==> config.mk <==
export PLATFORM = sky130hd
export DESIGN_NAME = dmem_arbiter
export DESIGN_NICKNAME = d
export VERILOG_FILES = /design/src/rtl/dmem_arbiter.sv
export SDC_FILE = /design/constraint.sdc
export NUM_CORES = 1
export LEC_CHECK = 0
export BUFFER_PORTS_ARGS = -buffer_cell sky130_fd_sc_hd__buf_2
export CORE_ASPECT_RATIO = 1.5
export CORE_UTILIZATION = 40
export CTS_CLUSTER_SIZE = 14
export DETAILED_ROUTE_END_ITERATION = 7
export GPL_ROUTABILITY_DRIVEN = 0
export PLACE_DENSITY = 0.75
export SLEW_MARGIN = 15
export SYNTH_ARGS = -nofsm -noshare
export SYNTH_HDL_FRONTEND = slang
export SYNTH_SLANG_ARGS = --single-unit
export TNS_END_PERCENT = 20
==> constraint.sdc <==
create_clock -name clk -period 4.1 [get_ports clk]
set_clock_uncertainty 0.05 [all_clocks]
set_input_delay 0.205 -clock clk [delete_from_list [all_inputs] [get_ports clk]]
set_output_delay 0.205 -clock clk [all_outputs]
set_load 0.1 [all_outputs]
==> src/rtl/dmem_arbiter.sv <==
// dmem_arbiter
// Two-port arbiter in front of a single-ported data memory. One access is
// in flight at a time and takes three cycles: grant (IDLE->ACCESS), memory
// strobe (ACCESS->RESP), then completion (RESP->IDLE). The completion edge
// raises the owner's ack for one cycle and, for a read, loads its rdata.
// When both ports request on the same edge, the port that was not granted
// most recently wins.
//
// Ports
//   clk, reset             clock, asynchronous active-high reset
//   mX_req/wr/addr/wdata   request from port X (fields sampled at grant only)
//   mX_ack                 one-cycle completion pulse (registered)
//   mX_rdata               last read data returned to port X (registered)
//   busy                   an access is in flight
//   mem_addr/mem_wrData    latched address / write data towards the memory
//   mem_rdMem/mem_wrMem    memory strobes, high only in ACCESS
//   mem_rdData             memory read data, valid the cycle after mem_rdMem
module dmem_arbiter #(
    parameter int RESET_PRIO = 0
) (
    input  logic        clk,
    input  logic        reset,
    input  logic        m0_req,
    input  logic        m0_wr,
    input  logic [31:0] m0_addr,
    input  logic [31:0] m0_wdata,
    output logic        m0_ack,
    output logic [31:0] m0_rdata,
    input  logic        m1_req,
    input  logic        m1_wr,
    input  logic [31:0] m1_addr,
    input  logic [31:0] m1_wdata,
    output logic        m1_ack,
    output logic [31:0] m1_rdata,
    output logic        busy,
    output logic [31:0] mem_addr,
    output logic [31:0] mem_wrData,
    output logic        mem_rdMem,
    output logic        mem_wrMem,
    input  logic [31:0] mem_rdData
);

    typedef enum logic [1:0] {
        IDLE   = 2'd0,
        ACCESS = 2'd1,
        RESP   = 2'd2
    } state_t;

    state_t      state_q, state_d;
    logic        owner_q, owner_d;
    logic        wr_q, wr_d;
    logic        last_q, last_d;
    logic [31:0] addr_q, addr_d;
    logic [31:0] wdata_q, wdata_d;
    logic        ack0_q, ack0_d;
    logic        ack1_q, ack1_d;
    logic [31:0] rdata0_q, rdata0_d;
    logic [31:0] rdata1_q, rdata1_d;
    logic        grant;

    // Port that would win if a grant happened this cycle. On a tie the
    // port that did not win last time is chosen.
    always_comb begin
        if (m0_req && m1_req) begin
            grant = ~last_q;
        end else begin
            grant = m1_req;
        end
    end

    always_comb begin
        state_d  = state_q;
        owner_d  = owner_q;
        wr_d     = wr_q;
        last_d   = last_q;
        addr_d   = addr_q;
        wdata_d  = wdata_q;
        ack0_d   = 1'b0;
        ack1_d   = 1'b0;
        rdata0_d = rdata0_q;
        rdata1_d = rdata1_q;
        case (state_q)
            IDLE: begin
                if (m0_req || m1_req) begin
                    state_d = ACCESS;
                    owner_d = grant;
                    last_d  = grant;
                    wr_d    = grant ? m1_wr    : m0_wr;
                    addr_d  = grant ? m1_addr  : m0_addr;
                    wdata_d = grant ? m1_wdata : m0_wdata;
                end
            end
            ACCESS: state_d = RESP;
            RESP: begin
                state_d = IDLE;
                if (owner_q) begin
                    ack1_d = 1'b1;
                    if (!wr_q) rdata1_d = mem_rdData;
                end else begin
                    ack0_d = 1'b1;
                    if (!wr_q) rdata0_d = mem_rdData;
                end
            end
            default: state_d = IDLE;
        endcase
    end

    always_ff @(posedge clk or posedge reset) begin
        if (reset) begin
            state_q  <= IDLE;
            owner_q  <= 1'b0;
            wr_q     <= 1'b0;
            // Pointer holds the "most recent" winner, so the opposite port
            // of RESET_PRIO is recorded to let RESET_PRIO win the first tie.
            last_q   <= (RESET_PRIO == 0);
            addr_q   <= '0;
            wdata_q  <= '0;
            ack0_q   <= 1'b0;
            ack1_q   <= 1'b0;
            rdata0_q <= '0;
            rdata1_q <= '0;
        end else begin
            state_q  <= state_d;
            owner_q  <= owner_d;
            wr_q     <= wr_d;
            last_q   <= last_d;
            addr_q   <= addr_d;
            wdata_q  <= wdata_d;
            ack0_q   <= ack0_d;
            ack1_q   <= ack1_d;
            rdata0_q <= rdata0_d;
            rdata1_q <= rdata1_d;
        end
    end

    // Strobes are gated by reset too so they drop in the same instant
    // reset rises, without waiting for the state register to settle.
    assign mem_rdMem  = (state_q == ACCESS) && !wr_q && !reset;
    assign mem_wrMem  = (state_q == ACCESS) &&  wr_q && !reset;
    assign mem_addr   = addr_q;
    assign mem_wrData = wdata_q;
    assign busy       = (state_q != IDLE);
    assign m0_ack     = ack0_q;
    assign m1_ack     = ack1_q;
    assign m0_rdata   = rdata0_q;
    assign m1_rdata   = rdata1_q;

endmodule

==> results of run 1 <==
[stage by stage]
step / area, um^2 / instances / worst slack [ns] / hold WS [ns] / utilization [%]
2_1_floorplan: 6270 / 453 / 0.877 / 0.289 / -
3_3_place_gp: 7770 / 914 / 1.80 / 0.209 / 51.1
3_5_place_dp: 7770 / 914 / 1.75 / 0.214 / 51.1
4_1_cts: 9290 / 1040 / 1.44 / 0.00106 / 61.1
5_1_grt: 9290 / 1040 / 1.29 / 0.00628 / 61.1
6_report: 9290 / 1040 / 1.44 / 0.0151 / 61.1
[cells by family (layout without fill, tap and decap cells)]
group	count (synthesis)	in the layout	synth area share [%]
compound gates	132	132	21.6
mux	66	66	13.7
simple gates	75	75	5.33
flops	135	135	53.9
buf+inv	45	433	5.51
[synthesized netlist by cell type]
| cell | count |
|---|---|
| a211oi_1 | 35 |
| a211oi_2 | 30 |
| a21bo_2 | 1 |
| a21boi_2 | 1 |
| a2bb2oi_1 | 45 |
| a2bb2oi_2 | 20 |
| and3_1 | 1 |
| and3b_1 | 1 |
| buf_1 | 2 |
| buf_12 | 3 |
| buf_2 | 18 |
| buf_4 | 4 |
| buf_6 | 9 |
| buf_8 | 2 |
| clkbuf_1 | 6 |
| dfrtp_1 | 134 |
| dfstp_2 | 1 |
| inv_1 | 1 |
| mux2_1 | 32 |
| mux2_2 | 4 |
| mux2_4 | 30 |
| nand2_1 | 65 |
| nor2_4 | 2 |
| nor2b_1 | 2 |
| nor2b_4 | 1 |
| nor3b_1 | 1 |
| nor3b_2 | 1 |
| or2_1 | 1 |
[layout make-up]
| cell class | count | area, um^2 | share of cell area (%) |
|---|---|---|---|
| flip-flops and latches | 135 | 3380 | 36.4 |
| repair buffers | 400 | 2520 | 27.1 |
| clock buffers | 18 | 439 | 4.73 |
| multi-input cells | 273 | 2560 | 27.6 |
| well taps | 199 | 249 | 2.68 |
| inverters | 1 | 7.51 | 0.0808 |
| clock inverters | 14 | 133 | 1.43 |
[sequential cells by signal (all words and copies together), names as in the netlist, 2 cells and up]
name	cells
mem_wrData	32
m0_rdata	32
m1_rdata	32
mem_addr	32
state_q	2
[path summary, 6_finish.rpt]
kind	start	end	slack [ns]	depth (start not counted)
min reg2reg	owner_q$_DFFE_PP0P_	m0_ack$_DFF_PP0_	0.42	1
max	state_q[0]$_DFFE_PP0P_	mem_wrData[22]$_DFFE_PP0P_	1.44	5
max in group asynchronous	reset	mem_wrData[21]$_DFFE_PP0P_	2.56	4
min in group asynchronous	reset	wr_q$_DFFE_PP0P_	0.34	3
max reg2reg	state_q[0]$_DFFE_PP0P_	mem_wrData[22]$_DFFE_PP0P_	1.44	5
min	m0_wdata[1]	mem_wrData[1]$_DFFE_PP0P_	0.02	3
[per-layer routing]
metal / track usage (%) / wire length [um]
met1: 25.9 / 7030
met2: 42.4 / 9890
met3: 4.65 / 922
met4: 10.7 / 588
met5: 0 / 0
[what timing repair did]
item / CTS / global route
setup endpoints to repair: 0 / 0
hold endpoints to repair: 140 / 0
hold buffers: 94 / 0
[critical path: stages (launching register included)]
cell	delay, ns
dfrtp_1	0.40
or2_4	0.43
nor2_4	0.62
buf_12	0.33
a2bb2oi_2	0.14
dlygate4sd3_1	0.55
==> impl_metrics.json, run 1 <==
{
  "status": "finished, final reports clean",
  "netlist.top_cell.by_area": "dfrtp_1",
  "vias": 5379,
  "critPathArrivalTime_ns": 2.96,
  "area_growth_pct": 48.1,
  "post-route-drc-count": 0,
  "synthTopCellsByArea": "dfrtp_1, mux2_4, a2bb2oi_1",
  "worstMarginPinSlew_ns": 1.11,
  "startpoint_type": "flip-flop",
  "endpoint_kind": "flip-flop",
  "synth_nets": 619,
  "grt_first_pass_wirelength_um": 29600,
  "cp.required_ns": 4.40,
  "grt_pass1_vias": 5920,
  "synth.distinct_cells": 28,
  "relSlewSlack_pct": 25.9,
  "drt_iter0_drc": 231,
  "final_cell_mix": "buf_2, dfrtp_1, dlygate4sd3_1",
  "cts_tree": "built",
  "grt.total_usage_pct": 23.2,
  "tns_ns": 0,
  "cp_max_fo": 44,
  "first_pass_iters": 4,
  "avgSynthCellArea_um2": 13.8,
  "worstSetupPathType": "reg -> reg",
  "grt_overflow": 0,
  "rsz0062_at_grt": "no",
  "ioPinCount": 299,
  "postSynthCellCount": 453,
  "portBuffers": 298,
  "synth_top_area_share_pct": 53.5,
  "initial_core_util_pct": 41.2,
  "synthesis.area_um2": 6270,
  "row_count": 55,
  "final_nets": 994,
  "wire_per_inst_um": 17.7,
  "ant_nets": 0,
  "routed_wl_um": 18400,
  "post_cts_buffers": 0,
  "fmax_mhz": 376,
  "grt_max_degree": 66,
  "mostFrequentLayoutCell": "buf_2",
  "drv_slew": 0,
  "setup_violations": 0,
  "insertion_delay_ns": 0.40,
  "core-area_um2": 15200,
  "htreeDepth": 4,
  "dp_hpwl_um": 11600,
  "ctsResizeCount": 0,
  "drive_gt1_share_pct": 51.4,
  "vias_per_cell": 5.17,
  "ys_ff_latch": 135,
  "root_buffer": "clkbuf_16",
  "cts.sinks": 135,
  "period_minus_slack_ns": 2.66,
  "antenna_found_initial": 0,
  "hold_path_class": "in -> reg",
  "cts_buffer_depth": 2,
  "hold_violations": 0,
  "drv_cap": 0,
  "clkTransAtPathRegs_ns": 0.07,
  "dieArea_um2": 16200,
  "ys_warn_count": 0,
  "cts_buffers": 17,
  "die_w_um": 104,
  "antenna_cells": 0,
  "yosysSeqAreaShare_pct": 53.9,
  "die_y_um": 155,
  "fin_crit_sh_pct": 64.9,
  "fill_cells": 1200
}
Power of run 1 is left out: the tool's default activity adds up to more than one toggle a clock period on the data nets, which glitch-free logic cannot reach.
==> inputs of run 2 (changes only) <==
--- a/config.mk
+++ b/config.mk
@@ -11,7 +11,7 @@
 export CTS_CLUSTER_SIZE = 14
 export DETAILED_ROUTE_END_ITERATION = 7
 export GPL_ROUTABILITY_DRIVEN = 0
-export PLACE_DENSITY = 0.75
+export PLACE_DENSITY = 0.73
 export SLEW_MARGIN = 15
 export SYNTH_ARGS = -nofsm -noshare
 export SYNTH_HDL_FRONTEND = slang
==> constraint.sdc (replaced) <==
create_clock -name clk -period 2.65 [get_ports clk]
set_clock_uncertainty 0.05 [all_clocks]
set_input_delay 0.1325 -clock clk [delete_from_list [all_inputs] [get_ports clk]]
set_output_delay 0.1325 -clock clk [all_outputs]
set_load 0.1 [all_outputs]
==> impl_metrics.json, run 2 (synthesis results as in run 1) <==
{
  "cts_tree": "built",
  "fill_cells": 1123,
  "dp_hpwl_um": 12000,
  "ioPinCount": 299,
  "period_minus_slack_ns": 2.38,
  "grt_first_pass_wirelength_um": 32200,
  "core-area_um2": 15200,
  "tns_ns": 0,
  "antenna_found_initial": 1,
  "vias_per_cell": 5.24,
  "post-route-drc-count": 0,
  "clkTransAtPathRegs_ns": 0.06,
  "critPathArrivalTime_ns": 2.67,
  "relSlewSlack_pct": 52.6,
  "htreeDepth": 4,
  "layout_setup_ws_ns": 0.266,
  "grt_overflow": 0,
  "multi_input_area_um2": 2560,
  "drv_cap": 0,
  "insertion_delay_ns": 0.40,
  "cp_max_fo": 43,
  "post_cts_buffers": 0,
  "root_buffer": "clkbuf_16",
  "rsz0062_at_grt": "no",
  "cp.required_ns": 2.94,
  "die_w_um": 104,
  "slowest_delay_ns": 0.58,
  "cts_buffer_depth": 2,
  "row_count": 55,
  "grt_pass1_vias": 6266,
  "grt.total_usage_pct": 25.4,
  "cts_buffers": 17,
  "hold_path_class": "in -> reg",
  "die_y_um": 155,
  "first_pass_iters": 4,
  "vias": 5815,
  "worstSetupPathType": "reg -> reg",
  "final_cell_mix": "buf_2, dlygate4sd3_1, dfrtp_1",
  "ctsHoldBuffers": 159,
  "routed_wl_um": 20100,
  "drv_slew": 0,
  "startpoint_type": "flip-flop",
  "ant_nets": 0,
  "grt_max_degree": 136,
  "setup_violations": 0,
  "drt_iter0_drc": 320,
  "fin_crit_sh_pct": 89.9,
  "fmax_mhz": 420,
  "wire_per_inst_um": 18.1,
  "worstMarginPinSlew_ns": 0.712,
  "portBuffers": 298,
  "area_growth_pct": 60.0,
  "ctsResizeCount": 0,
  "final_nets": 1063,
  "endpoint_kind": "flip-flop",
  "hold_violations": 0,
  "mostFrequentLayoutCell": "buf_2",
  "status": "finished, final reports clean",
  "critical_path.cell_chain": "or2_4, nor2_4, buf_12, a2bb2oi_1, dlygate4sd3_1",
  "dieArea_um2": 16200,
  "drive_gt1_share_pct": 48.0,
  "regArea_um2": 3380,
  "initial_core_util_pct": 41.2,
  "cp_slowest_cell": "dlygate4sd3_1",
  "dp_slack_ns": 0.831,
  "cts.sinks": 135
}
[run 2: changes by cell type in the layout (fill, tap and decap cells not counted), sizes merged]
cell and delta:
buf +4, diode +1, clkinvlp -2, dlygate4sd3 +65, bufinv +1, clkinv +2, inv -1
[run 2: per-stage QoR]
stage                     cell area [um^2]  hold slack (ns)  std cells  util, %
after global placement                7840            0.319        918     51.5
final                                10000          0.00661       1110     65.9
after detailed placement              7840            0.321        918     51.5
after global routing                 10000          0.00756       1110     65.9
after floorplan                       6270            0.216        453        -
after CTS                            10000          0.00202       1109     65.9
[run 2: layer usage]
layer,GRT usage (%),up-vias,share of wire (%)
met1,27.5,2876,37
met5,0,-,0
li1,-,2576,-
met4,13.2,0,4.3
met3,5.82,68,5.9
met2,46.2,295,53
[run 2: path summary, 6_finish.rpt]
kind	startpoint	to	slack, ns	cells after the start
max	state_q[0]$_DFFE_PP0P_	mem_addr[26]$_DFFE_PP0P_	0.27	5
min	m1_addr[9]	mem_addr[9]$_DFFE_PP0P_	0.007	3
max reg2reg	state_q[0]$_DFFE_PP0P_	mem_addr[26]$_DFFE_PP0P_	0.27	5
min reg2reg	owner_q$_DFFE_PP0P_	m0_ack$_DFF_PP0_	0.42	1
max in group asynchronous	reset	mem_wrData[26]$_DFFE_PP0P_	1.55	4
min in group asynchronous	reset	m1_rdata[2]$_DFFE_PP0P_	0.49	4
[run 2: critical path, delay by kind of cell (launching register included)]
kind                   cells  cell delay, ns
flip-flops                 1            0.40
buffers and inverters      2            0.90
AND/OR/NAND/NOR            2            0.72
AO/OA/AOI/OAI              1            0.22
[run 2: area by class of cell]
cell class,count,share of cell area [%]
clock buffers,18,4.38
clock inverters,14,1.56
inverters,1,0.0749
flip-flops and latches,135,33.7
repair buffers,469,32.3
diodes,1,0.0250
multi-input cells,273,25.5
well taps,199,2.48
Power of run 2 is left out for the same reason.
==> inputs of run 3 (changes only) <==
--- a/config.mk
+++ b/config.mk
@@ -11,7 +11,7 @@
 export CTS_CLUSTER_SIZE = 14
 export DETAILED_ROUTE_END_ITERATION = 7
 export GPL_ROUTABILITY_DRIVEN = 0
-export PLACE_DENSITY = 0.73
+export PLACE_DENSITY = 0.71
 export SLEW_MARGIN = 15
 export SYNTH_ARGS = -nofsm -noshare
 export SYNTH_HDL_FRONTEND = slang
==> impl_metrics.json, run 3 (synthesis results as in run 1) <==
{
  "row_count": 55,
  "slowest_delay_ns": 0.58,
  "ctsResizeCount": 0,
  "area_growth_pct": 59.5,
  "setup_violations": 0,
  "final_cell_mix": "buf_2, dlygate4sd3_1, dfrtp_1",
  "portBuffers": 298,
  "cts_tree": "built",
  "critical_path.cell_chain": "or2_4, buf_4, a211oi_1, a2bb2oi_1, dlygate4sd3_1",
  "cp_top_family": "buffers and inverters",
  "antenna_cells": 0,
  "die_y_um": 155,
  "hold_path_class": "in -> reg",
  "root_buffer": "clkbuf_16",
  "antenna_found_initial": 0,
  "initial_core_util_pct": 41.2,
  "dieArea_um2": 16200,
  "first_pass_iters": 4,
  "crit_buf_inv": 2,
  "final_nets": 1063,
  "grt_max_degree": 136,
  "grt_overflow": 0,
  "startpoint_type": "flip-flop",
  "routed_wl_um": 20500,
  "dp.cells": 917,
  "worstSetupPathType": "reg -> reg",
  "drv_cap": 0,
  "ioPinCount": 299,
  "fmax_mhz": 414,
  "drt_iter0_drc": 280,
  "cp_slowest_cell": "dlygate4sd3_1",
  "die_w_um": 104,
  "tns_ns": 0,
  "drive_gt1_share_pct": 47.9,
  "grt_pass1_vias": 6422,
  "endpoint_kind": "flip-flop",
  "critPathArrivalTime_ns": 2.72,
  "grt.total_usage_pct": 25.9,
  "rsz0062_at_grt": "no",
  "vias_per_cell": 5.22,
  "fill_cells": 1067,
  "status": "finished, final reports clean",
  "vias": 5794,
  "cts_buffers": 17,
  "hold_violations": 0,
  "ant_nets": 0,
  "htreeDepth": 4,
  "mostFrequentLayoutCell": "buf_2",
  "wl_met3_um": 1030,
  "cp_max_fo": 39,
  "cts.sinks": 135,
  "period_minus_slack_ns": 2.41,
  "dr_wl_met2_um": 11100,
  "wire_per_inst_um": 18.5,
  "instances_no_fill": 1109,
  "clkTransAtPathRegs_ns": 0.06,
  "dp_hpwl_um": 12400,
  "ctsHoldBuffers": 160,
  "top_layer": "met4",
  "fin_crit_sh_pct": 91.1,
  "post_cts_buffers": 0,
  "met1Wirelength_um": 7750,
  "cts_buffer_depth": 2,
  "grt_first_pass_wirelength_um": 32800,
  "core-area_um2": 15200,
  "post-route-drc-count": 0,
  "worstMarginPinSlew_ns": 0.744,
  "insertion_delay_ns": 0.41,
  "drv_slew": 0,
  "relSlewSlack_pct": 50.4,
  "cp.required_ns": 2.95
}
-- run 3: cell type report --
class | instances | area [um^2] | share of cell area (%)
multi-input combinational | 273 | 2560 | 25.6
clock inverter | 15 | 135 | 1.35
tap | 199 | 249 | 2.49
timing repair buffer | 469 | 3240 | 32.4
clock buffer | 17 | 425 | 4.26
inverter | 1 | 7.51 | 0.0751
sequential | 135 | 3380 | 33.8
-- run 3: stage by stage --
stage | setup WS, ns | hold WS, ns | instance area, um^2 | utilization, %
3_3_place_gp | 0.831 | 0.318 | 7840 | 51.5
6_report | 0.235 | 0.0151 | 10000 | 65.7
5_1_grt | 0.113 | 0.0403 | 10000 | 65.7
3_5_place_dp | 0.786 | 0.325 | 7840 | 51.5
2_1_floorplan | -0.417 | 0.216 | 6270 | -
4_1_cts | 0.303 | 0.00398 | 10000 | 65.7
-- run 3: routing by layer --
metal / global-route usage (%) / up-vias
met5: 0 / -
met2: 48.8 / 254
met3: 5.49 / 48
met1: 27.6 / 2923
met4: 11.0 / 0
li1: - / 2569
-- run 3: worst min-delay path: stages --
cell and delay [ns]:
buf_2 0.09, a211oi_1 0.08, a2bb2oi_1 0.13
-- run 3: path summary, 6_finish.rpt --
path / slack, ns / startpoint / cells past startpoint / endpoint
hold / removal: 0.02 / m1_wdata[4] / 3 / mem_wrData[4]$_DFFE_PP0P_
setup reg to reg: 0.24 / state_q[0]$_DFFE_PP0P_ / 5 / mem_addr[14]$_DFFE_PP0P_
setup / recovery: 0.24 / state_q[0]$_DFFE_PP0P_ / 5 / mem_addr[14]$_DFFE_PP0P_
min in group asynchronous: 0.43 / reset / 4 / m0_ack$_DFF_PP0_
hold reg to reg: 0.42 / owner_q$_DFFE_PP0P_ / 1 / m0_ack$_DFF_PP0_
max in group asynchronous: 1.52 / reset / 4 / m1_rdata[22]$_DFFE_PP0P_
Power of run 3 is left out for the same reason.
